## src/rtl/vga_rx_pkg.sv

```systemverilog
// Shared types and default 640x480@60 timing for the VGA receive path.
// Totals are kept for reference by capture/overlay blocks.
package vga_rx_pkg;

  typedef enum logic [1:0] {
    HUNT,
    VERIFY,
    LOCKED
  } rx_state_e;

  localparam int DEF_H_SYNC_TO_ACTIVE = 144;
  localparam int DEF_H_RES            = 640;
  localparam int DEF_V_SYNC_TO_ACTIVE = 35;
  localparam int DEF_V_RES            = 480;
  localparam int DEF_H_TOTAL          = 800;
  localparam int DEF_V_TOTAL          = 525;
  localparam int DEF_LOCK_LINES       = 4;

endpackage

```

## src/rtl/sync_detect.sv

```systemverilog
// Synchroniser, polarity vote and leading-edge strobe for one raw sync.
// The vote window runs from one raw rising edge to the next.
module sync_detect #(
  parameter int ACC_W = 22
) (
  input  logic clk,
  input  logic reset_n,
  input  logic sync_in,
  output logic sync_level,
  output logic pol,
  output logic lead_edge,
  output logic pol_change
);

  localparam logic [ACC_W-1:0] ACC_MAX = {1'b0, {(ACC_W-1){1'b1}}};
  localparam logic [ACC_W-1:0] ACC_MIN = {1'b1, {(ACC_W-1){1'b0}}};
  localparam logic [ACC_W-1:0] ACC_ONE = ACC_W'(1);

  logic             s1_q, s2_q, s3_q;
  logic [ACC_W-1:0] acc_q, acc_d;
  logic             pol_q, pol_d;
  logic             rise, fall;

  always_ff @(posedge clk or negedge reset_n) begin
    if (!reset_n) begin
      s1_q  <= 1'b0;
      s2_q  <= 1'b0;
      s3_q  <= 1'b0;
      acc_q <= '0;
      pol_q <= 1'b0;
    end else begin
      s1_q  <= sync_in;
      s2_q  <= s1_q;
      s3_q  <= s2_q;
      acc_q <= acc_d;
      pol_q <= pol_d;
    end
  end

  always_comb begin
    rise  = s2_q & ~s3_q;
    fall  = ~s2_q & s3_q;
    acc_d = acc_q;
    pol_d = pol_q;
    // Sign bit set means high was the minority level.
    if (rise) begin
      pol_d = acc_q[ACC_W-1];
      acc_d = '0;
    end else if (s2_q) begin
      if (acc_q != ACC_MAX) acc_d = acc_q + ACC_ONE;
    end else begin
      if (acc_q != ACC_MIN) acc_d = acc_q - ACC_ONE;
    end
  end

  assign sync_level = (s2_q == pol_q);
  assign pol        = pol_q;
  assign lead_edge  = pol_q ? rise : fall;
  assign pol_change = rise & (acc_q[ACC_W-1] != pol_q);

endmodule

```

## src/rtl/vga_timing_recovery.sv

```systemverilog
// Recovers VGA timing from raw syncs and regenerates x/y/active.
// Outputs are computed from next-state counters to hide one register stage.
module vga_timing_recovery
  import vga_rx_pkg::*;
#(
  parameter int HW               = 11,
  parameter int VW               = 10,
  parameter int H_SYNC_TO_ACTIVE = DEF_H_SYNC_TO_ACTIVE,
  parameter int H_RES            = DEF_H_RES,
  parameter int V_SYNC_TO_ACTIVE = DEF_V_SYNC_TO_ACTIVE,
  parameter int V_RES            = DEF_V_RES,
  parameter int LOCK_LINES       = DEF_LOCK_LINES
) (
  input  logic          clk,
  input  logic          reset_n,
  input  logic          hsync_in,
  input  logic          vsync_in,
  output logic [HW-1:0] x,
  output logic [VW-1:0] y,
  output logic          active,
  output logic          frame_start,
  output logic          locked,
  output logic [HW-1:0] h_total,
  output logic [VW-1:0] v_total,
  output logic          h_pol,
  output logic          v_pol
);

  localparam int ACC_W = HW + VW + 1;
  localparam int MW    = $clog2(LOCK_LINES + 1);

  localparam logic [HW:0]   H_LO  = (HW+1)'(H_SYNC_TO_ACTIVE);
  localparam logic [HW:0]   H_HI  = (HW+1)'(H_SYNC_TO_ACTIVE + H_RES);
  localparam logic [VW:0]   V_LO  = (VW+1)'(V_SYNC_TO_ACTIVE);
  localparam logic [VW:0]   V_HI  = (VW+1)'(V_SYNC_TO_ACTIVE + V_RES);
  localparam logic [HW-1:0] H_MIN = HW'(H_SYNC_TO_ACTIVE + H_RES);
  localparam logic [VW-1:0] V_MIN = VW'(V_SYNC_TO_ACTIVE + V_RES);
  localparam logic [HW-1:0] H_MAX = '1;
  localparam logic [VW-1:0] V_MAX = '1;
  localparam logic [MW-1:0] M_TOP = MW'(LOCK_LINES - 1);

  logic h_lead, v_lead, h_pchg, v_pchg;
  logic h_level, v_level;
  logic unused_levels;

  sync_detect #(.ACC_W(ACC_W)) u_hsync (
    .clk        (clk),
    .reset_n    (reset_n),
    .sync_in    (hsync_in),
    .sync_level (h_level),
    .pol        (h_pol),
    .lead_edge  (h_lead),
    .pol_change (h_pchg)
  );

  sync_detect #(.ACC_W(ACC_W)) u_vsync (
    .clk        (clk),
    .reset_n    (reset_n),
    .sync_in    (vsync_in),
    .sync_level (v_level),
    .pol        (v_pol),
    .lead_edge  (v_lead),
    .pol_change (v_pchg)
  );

  assign unused_levels = h_level ^ v_level;

  rx_state_e       state_q, state_d;
  logic [HW-1:0]   hcnt_q, hcnt_d;
  logic [VW-1:0]   vcnt_q, vcnt_d;
  logic            vpend_q, vpend_d;
  logic [HW-1:0]   h_total_q, h_total_d;
  logic [VW-1:0]   v_total_q, v_total_d;
  logic [MW-1:0]   hmatch_q, hmatch_d;
  logic            vseen_q, vseen_d;
  logic [HW-1:0]   x_q, x_d;
  logic [VW-1:0]   y_q, y_d;
  logic            active_q, active_d;
  logic            fs_q, fs_d;
  logic            locked_q, locked_d;

  logic            hsat, vsat, h_upd, v_upd;
  logic            h_bad, v_bad, frame_ok, force_hunt;
  logic [HW:0]     hx;
  logic [VW:0]     vy;
  logic            in_h, in_v;

  always_ff @(posedge clk or negedge reset_n) begin
    if (!reset_n) begin
      state_q   <= HUNT;
      hcnt_q    <= '0;
      vcnt_q    <= '0;
      vpend_q   <= 1'b0;
      h_total_q <= '0;
      v_total_q <= '0;
      hmatch_q  <= '0;
      vseen_q   <= 1'b0;
      x_q       <= '0;
      y_q       <= '0;
      active_q  <= 1'b0;
      fs_q      <= 1'b0;
      locked_q  <= 1'b0;
    end else begin
      state_q   <= state_d;
      hcnt_q    <= hcnt_d;
      vcnt_q    <= vcnt_d;
      vpend_q   <= vpend_d;
      h_total_q <= h_total_d;
      v_total_q <= v_total_d;
      hmatch_q  <= hmatch_d;
      vseen_q   <= vseen_d;
      x_q       <= x_d;
      y_q       <= y_d;
      active_q  <= active_d;
      fs_q      <= fs_d;
      locked_q  <= locked_d;
    end
  end

  always_comb begin
    hsat      = (hcnt_q == H_MAX);
    vsat      = (vcnt_q == V_MAX);
    hcnt_d    = hcnt_q;
    h_total_d = h_total_q;
    h_upd     = 1'b0;
    if (h_lead) hcnt_d = '0;
    else if (!hsat) hcnt_d = hcnt_q + HW'(1);
    if (hsat) begin
      h_total_d = '0;
    end else if (h_lead) begin
      h_total_d = hcnt_q + HW'(1);
      h_upd     = 1'b1;
    end

    // A pending or coincident vsync edge closes the frame on this line edge.
    vcnt_d    = vcnt_q;
    vpend_d   = vpend_q;
    v_total_d = v_total_q;
    v_upd     = 1'b0;
    if (h_lead) begin
      if (vpend_q || v_lead) begin
        vcnt_d    = '0;
        vpend_d   = 1'b0;
        v_total_d = vcnt_q + VW'(1);
        v_upd     = 1'b1;
      end else if (!vsat) begin
        vcnt_d = vcnt_q + VW'(1);
      end
    end else if (v_lead) begin
      vpend_d = 1'b1;
    end

    h_bad      = h_upd && (h_total_d != h_total_q);
    v_bad      = v_upd && (v_total_d != v_total_q);
    frame_ok   = (v_total_d > V_MIN) && (h_total_q > H_MIN);
    force_hunt = hsat || vsat || h_pchg || v_pchg;

    state_d  = state_q;
    hmatch_d = hmatch_q;
    vseen_d  = vseen_q;
    if (force_hunt) begin
      state_d  = HUNT;
      hmatch_d = '0;
      vseen_d  = 1'b0;
    end else begin
      unique case (state_q)
        HUNT: begin
          if (h_upd) begin
            if (h_bad) begin
              hmatch_d = '0;
            end else if (hmatch_q == M_TOP) begin
              state_d  = VERIFY;
              hmatch_d = '0;
              vseen_d  = 1'b0;
            end else begin
              hmatch_d = hmatch_q + MW'(1);
            end
          end
        end
        VERIFY: begin
          if (h_bad) begin
            state_d  = HUNT;
            hmatch_d = '0;
          end else if (v_upd) begin
            if (vseen_q && !v_bad && frame_ok) state_d = LOCKED;
            vseen_d = 1'b1;
          end
        end
        LOCKED: begin
          if (h_bad || v_bad) begin
            state_d  = HUNT;
            hmatch_d = '0;
            vseen_d  = 1'b0;
          end
        end
        default: state_d = HUNT;
      endcase
    end

    hx       = {1'b0, hcnt_d} - H_LO;
    vy       = {1'b0, vcnt_d} - V_LO;
    in_h     = ({1'b0, hcnt_d} >= H_LO) && ({1'b0, hcnt_d} < H_HI);
    in_v     = ({1'b0, vcnt_d} >= V_LO) && ({1'b0, vcnt_d} < V_HI);
    locked_d = (state_d == LOCKED);
    active_d = in_h && in_v && locked_d;
    x_d      = active_d ? hx[HW-1:0] : '0;
    y_d      = active_d ? vy[VW-1:0] : '0;
    fs_d     = active_d && (hx == '0) && (vy == '0);
  end

  assign x           = x_q;
  assign y           = y_q;
  assign active      = active_q;
  assign frame_start = fs_q;
  assign locked      = locked_q;
  assign h_total     = h_total_q;
  assign v_total     = v_total_q;

endmodule

```

## config.mk

```make
export PLATFORM = sky130hd
export DESIGN_NAME = vga_timing_recovery
export DESIGN_NICKNAME = d
export VERILOG_FILES = /design/src/rtl/vga_rx_pkg.sv /design/src/rtl/sync_detect.sv /design/src/rtl/vga_timing_recovery.sv
export SDC_FILE = /design/constraint.sdc
export NUM_CORES = 1
export LEC_CHECK = 0
export ABC_AREA = 0
export CAP_MARGIN = 20
export CORE_MARGIN = 2
export CORE_UTILIZATION = 55
export CTS_CLUSTER_DIAMETER = 120
export CTS_CLUSTER_SIZE = 20
export DETAILED_ROUTE_END_ITERATION = 10
export GPL_ROUTABILITY_DRIVEN = 0
export PLACE_DENSITY_LB_ADDON = 0.3
export SLEW_MARGIN = 20
export SYNTH_ARGS = -nofsm -noshare
export SYNTH_HDL_FRONTEND = slang
export SYNTH_SLANG_ARGS = --single-unit
```

## constraint.sdc

```tcl
create_clock -name clk -period 3.8 [get_ports clk]
set_input_delay 0.76 -clock clk [delete_from_list [all_inputs] [get_ports clk]]
set_output_delay 0.76 -clock clk [all_outputs]
set_load 0.01 [all_outputs]
```

# == Word-level counts from Yosys, hierarchy flattened ==
# Index checks and enable logic that the tools add are counted.
# totals
register_bits,125
in_bits,4
word_cells,153
# op_classes
n_addsub,9
n_lt_le_gt_ge,6
n_eq_ne,24
muxes,52
bitwise_logic,10
reduce_logical,29
# op_table
cell,n
$mux W22,8
$mux W10,6
$mux W11,5
$add A22 B1 Y22 const B,2
$ne A22 B21 Y1 const B,2
$ne A22 B22 Y1 const B,2
$sub A22 B1 Y22 const B,2
$ne A3 B3 Y1 const B,9
$mux W3,6
$mux W1,16
$mux W2,8
$logic_not A12 Y1,1
$sub A11 B8 Y12 const B,1
$add A11 B1 Y11 const B,1
$eq A11 B11 Y1 const B,1
$ge A11 B8 Y1 const B,1
$gt A11 B10 Y1 const B,1
$logic_and A1 B1 Y1,11
$logic_not A11 Y1,1
$lt A11 B10 Y1 const B,1
$ne A11 B11 Y1,1
$sub A10 B6 Y11 const B,1
$add A10 B1 Y10 const B,1
$eq A10 B10 Y1 const B,1
24 further kinds,41

# == Logic depth before layout (Yosys ltp) ==
# logic_depth
depth_word,20
mapped_depth,14

# == Hierarchy ==
# From an unflattened synthesis, not the netlist that was laid out.
# unflattened
hier_cells,1006
hier_area_um2,8969.9
# by_module_without_submodules
module,instances,cells_each,area_per_inst_um2,seq_area_each_um2
vga_timing_recovery,1,518,4605.7,1826.8
sync_detect,2,244,2182.1,650.6

# == Least setup slack after synthesis ==
# OpenSTA, ideal clock, no wires.
# synth_timing
path_type,register -> register
start,reg u_hsync.s2_q
end,"reg fs_q, in the netlist frame_start"
setup_time_ps,101
t_arrival_ps,3135
required_ps,3699
slack_ps,564
stages_incl_launch_ff,15
n_path_buf,3
cell_sequence,dfrtp_1 > and3b_1 > or2_2 > buf_2 > buf_2 > buf_1 > a21oi_1 > inv_1 > ha_1 > nand2_1 > a211oi_1 > o21bai_1 > nand3_1 > or4_1 > nor4_1
# synth_between
elab_cells_between_ends,48
classes_between,2 x add/sub; 5 x order compare; 3 x eq/ne; 17 x mux; 4 x bitwise; 17 x reduce/logical
# synth_rtl
item,line_no,text
"start, declared",sync_detect.sv:19,"logic s1_q, s2_q, s3_q;"
"start signal, assigned",sync_detect.sv:33,s2_q <= s1_q;
$not A1 Y1,sync_detect.sv:42,fall = ~s2_q & s3_q;
$and A1 B1 Y1,sync_detect.sv:42,
$mux W1 *,sync_detect.sv:58,assign lead_edge = pol_q ? rise : fall;
$mux W11 *,vga_timing_recovery.sv:126,if (h_lead) hcnt_d = '0;
named net hcnt_d[4],vga_timing_recovery.sv:69,"logic [HW-1:0] hcnt_q, hcnt_d;"
"parallel branches: the longest is 4 deep, another holds $sub A11 B8 Y12",--,
$logic_and A1 B1 Y1 * (2 in a row),vga_timing_recovery.sv:208,fs_d = active_d && (hx == '0) && (vy == '0);
named net fs_d,vga_timing_recovery.sv:79,"logic fs_q, fs_d;"
"end signal, assigned",vga_timing_recovery.sv:115,fs_q <= fs_d;
"end, declared",vga_timing_recovery.sv:79,
# Mark *: on every way through the listed nets, which the timed path passes.
# A chain may end at the register's enable or synchronous reset.

# == Worst setup path in the final report ==
# layout_timing
start,reg hcnt_q[6]
end,"reg y_q[9], in the netlist y[9]"
# layout_between
elab_chain_len,12
elab_cells_between_ends,26
classes_between,1 x add/sub; 2 x order compare; 3 x eq/ne; 12 x mux; 8 x reduce/logical
# layout_rtl
item,line_no,text
"start, declared",vga_timing_recovery.sv:69,
"start signal, assigned",vga_timing_recovery.sv:105,hcnt_q <= hcnt_d;
$add A11 B1 Y11,"vga_timing_recovery.sv:127, vga_timing_recovery.sv:131",
$mux W11,vga_timing_recovery.sv:130,end else if (h_lead) begin
$mux W11,vga_timing_recovery.sv:128,if (hsat) begin
$ne A11 B11 Y1,vga_timing_recovery.sv:153,h_bad = h_upd && (h_total_d != h_total_q);
$logic_and A1 B1 Y1,vga_timing_recovery.sv:153,
$mux W2 or $logic_or A1 B1 Y1 (tied branches),"vga_timing_recovery.sv:169, vga_timing_recovery.sv:190",
$mux W2 (on tied branches),"vga_timing_recovery.sv:168, vga_timing_recovery.sv:190",
$pmux W2 S3,vga_timing_recovery.sv:166,unique case (state_q)
$mux W2,vga_timing_recovery.sv:161,if (force_hunt) begin
$eq A2 B2 Y1,vga_timing_recovery.sv:204,locked_d = (state_d == LOCKED);
$logic_and A1 B1 Y1 *,vga_timing_recovery.sv:205,active_d = in_h && in_v && locked_d;
$mux W10 *,vga_timing_recovery.sv:207,y_d = active_d ? vy[VW-1:0] : '0;
named net y_d[9],vga_timing_recovery.sv:77,"logic [VW-1:0] y_q, y_d;"
"end signal, assigned",vga_timing_recovery.sv:113,y_q <= y_d;
"end, declared",vga_timing_recovery.sv:77,
# Mark *: on every way through the listed nets, which the timed path passes. The rest lies on a longest branch.

==> flow_summary.yaml <==
run_status:
  run_status: "finished clean"
yosys:
  synth_fp_nets: 977
  ys_seq_elements: 125
  syn_area_um2: 8430
  synth.cells.most_frequent: "dfrtp_1, o21ai_0, nand2_1, nor2_1, ha_1"
  avgSynthCellArea_um2: 9.17
  synthTopCellsByArea: "dfrtp_1, ha_1, o21ai_0"
  ys_types: 89
  ys_warn_count: 0
  synth_edf_count: 0
  ys_seq_area_frac: 0.371
  synth.largest_area_cell: "dfrtp_1"
  yosysMostFrequentCell: "dfrtp_1"
  synth_cells: 919
  yosysTopAreaCellShare: 0.371
  ys.flop_type: "dfrtp_1"
  synthArstFlopShare: 1.00
clock_network:
  clock_latency_ns: 0.42
  cts_hold_buf: 0
  cts_made_buffers: 17
  cts_tree: "done"
  cts.sinks: 125
  cts-root-buf: "clkbuf_16"
  htreeDepth: 4
  postCtsSetupBuffers: 0
  clockBufferDepth: 2
  clkSlewWorstSetupHoldPaths_ns: 0.06
layout:
  drive_gt1_frac: 0.0895
  antenna_cells: 0
  final_util: 0.650
  finalNetCount: 1029
  area_growth_syn_to_layout_pct: 16.4
  fill_cells: 1249
floorplanning:
  initial_core_util: 0.559
  core_area_um2: 15100
  rows: 45
  die_w_um: 128
  die_y_um: 128
  io_pins: 51
  dieArea_um2: 16300
route:
  wl_met1_um: 9210
  ant_nets: 0
  wl_met3_um: 1020
  drc: 0
  via_per_inst: 6.31
  drtIter0Drc: 748
  met2_length_um: 10200
  drt-pass1-iter-count: 5
  wl_per_cell_um: 17.8
  wl_um: 20800
  maxUsedRoutingLayer: "met4"
  vias: 7387
setup_path:
  crit_type: "flop to flop"
  cp_max_fo: 24
  cp.arrival_ns: 3.81
  setup.worst_path.start_class: "flop"
  critPathRequiredTime_ns: 4.07
  worstSetupEndpointType: "flop"
grt:
  antenna_found_initial: 0
  grt_pass1_wl_um: 34800
  grt_pass1_vias: 7203
  grt.total_usage: 0.263
  grt-ovfl-total: 0
  grt_max_degree: 93
timing:
  max_freq_ghz: 0.282
  rsz0062_at_grt: "no"
  skew_ns: 0.00770
  slew_viol_final: 0
  finalHoldViolCount: 0
  setup_ws_ns: 0.258
  min_period_ns: 3.54
  finalCritPeriodShare: 0.932
  worstMarginPinSlew_ns: 0.937
  finalSetupViolCount: 0
  tns_ns: 0
  slew_headroom: 0.376
place:
  place_ws_ns: 0.329
  dp_hpwl_um: 14500
  port_buffers: 50
pwr:
  vdd_drop_max_mv: 0.455
  powerDensity_nw_per_um2: 729
  p_leak_nw: 4.27
worst_hold_path:
  min_path_type: "input pin to async pin"
flow_run:
  maxCapViolCount: 0
==> state kept, by name (all words and copies together) (netlist names), 10 cells and up <==
register and cells:
v_total 10, h_total 11, x 11, u_hsync.acc_q 22
y 10, u_vsync.acc_q 22, vcnt_q 10, hcnt_q 11
==> cell type report <==
type                       count  area, um^2  area share
timing repair buffer          77         713      0.0727
clock inverter                 7         135      0.0138
sequential                   125        3130       0.319
inverter                      30         113      0.0115
multi-input combinational    720        5010       0.510
clock buffer                  24         482      0.0491
tap                          188         235      0.0240
==> power breakdown <==
group	switching [mW]	total [mW]	internal, mW
clock	0.578	1.72	1.14
combinational	1.77	3.25	1.49
sequential	0.461	2.18	1.72
total	2.80	7.15	4.35
==> worst paths after layout <==
| kind | endpoint | slack, ns | cells past startpoint | start |
|---|---|---|---|---|
| max in group asynchronous | hcnt_q[6] | 2.66 | 2 | reset_n |
| min reg2reg | u_vsync.s2_q | 0.35 | 0 | u_vsync.s1_q |
| max reg2reg | y[9] | 0.26 | 9 | hcnt_q[6] |
| min | v_total[9] | 0.29 | 1 | reset_n |
| min in group clk | u_vsync.s2_q | 0.35 | 0 | u_vsync.s1_q |
| max | y[9] | 0.26 | 9 | hcnt_q[6] |
==> metal layers <==
metal	track usage	vias to the layer above
met5	0	-
met2	0.446	247
met4	0.0834	0
li1	-	3519
met1	0.342	3587
met3	0.0505	34
==> critical path: stages, from the launching register on <==
cell      delay, ns
dfrtp_1        0.54
nand3_1        0.31
or4_1          0.71
o31ai_1        0.13
a32oi_1        0.08
a2111o_1       0.37
o21ai_4        0.31
a21oi_1        0.17
o211ai_4       0.62
nor3_1         0.15
==> cells by family after synthesis <==
| family | count (synthesis) | share of synthesized area |
|---|---|---|
| buffers and inverters | 74 | 0.0383 |
| AND/OR/NAND/NOR | 320 | 0.201 |
| AO/OA/AOI/OAI | 254 | 0.209 |
| XOR/XNOR | 82 | 0.0870 |
| adder cells (fa/ha/maj) | 54 | 0.0819 |
| multiplexers | 10 | 0.0125 |
| flip-flops | 125 | 0.371 |
==> through the flow <==
stage                     hold slack [ns]  power (mW)  instances  area, um^2
after floorplan                     0.331        4.50        919        8430
after global placement              0.346        5.30       1140        9180
after detailed placement            0.336        5.38       1140        9180
after CTS                           0.308        7.13       1171        9800
after global routing                0.333        7.66       1171        9810
final                               0.289        7.15       1171        9810
==> cells in the final DEF, fill, tap and decap left out, types with 39 or more instances in the layout <==
| cell | synthesis | layout |
|---|---|---|
| dfrtp_1 | 125 | 125 |
| nand2_1 | 66 | 66 |
| xor2_1 | 42 | 42 |
| o21ai_0 | 75 | 75 |
| xnor2_1 | 39 | 39 |
| nor3_1 | 46 | 46 |
| nor2_1 | 63 | 63 |
| ha_1 | 52 | 52 |
| a21oi_1 | 49 | 49 |
| clkdlybuf4s50_1 | 0 | 49 |
==> timing repair <==
item                                    4_1_cts  5_1_grt
endpoints found under the hold margin         0        0
gates resized for setup                       0        3
endpoints found under the setup margin        0        5
No activity file was read; power rests on OpenSTA's default activity.
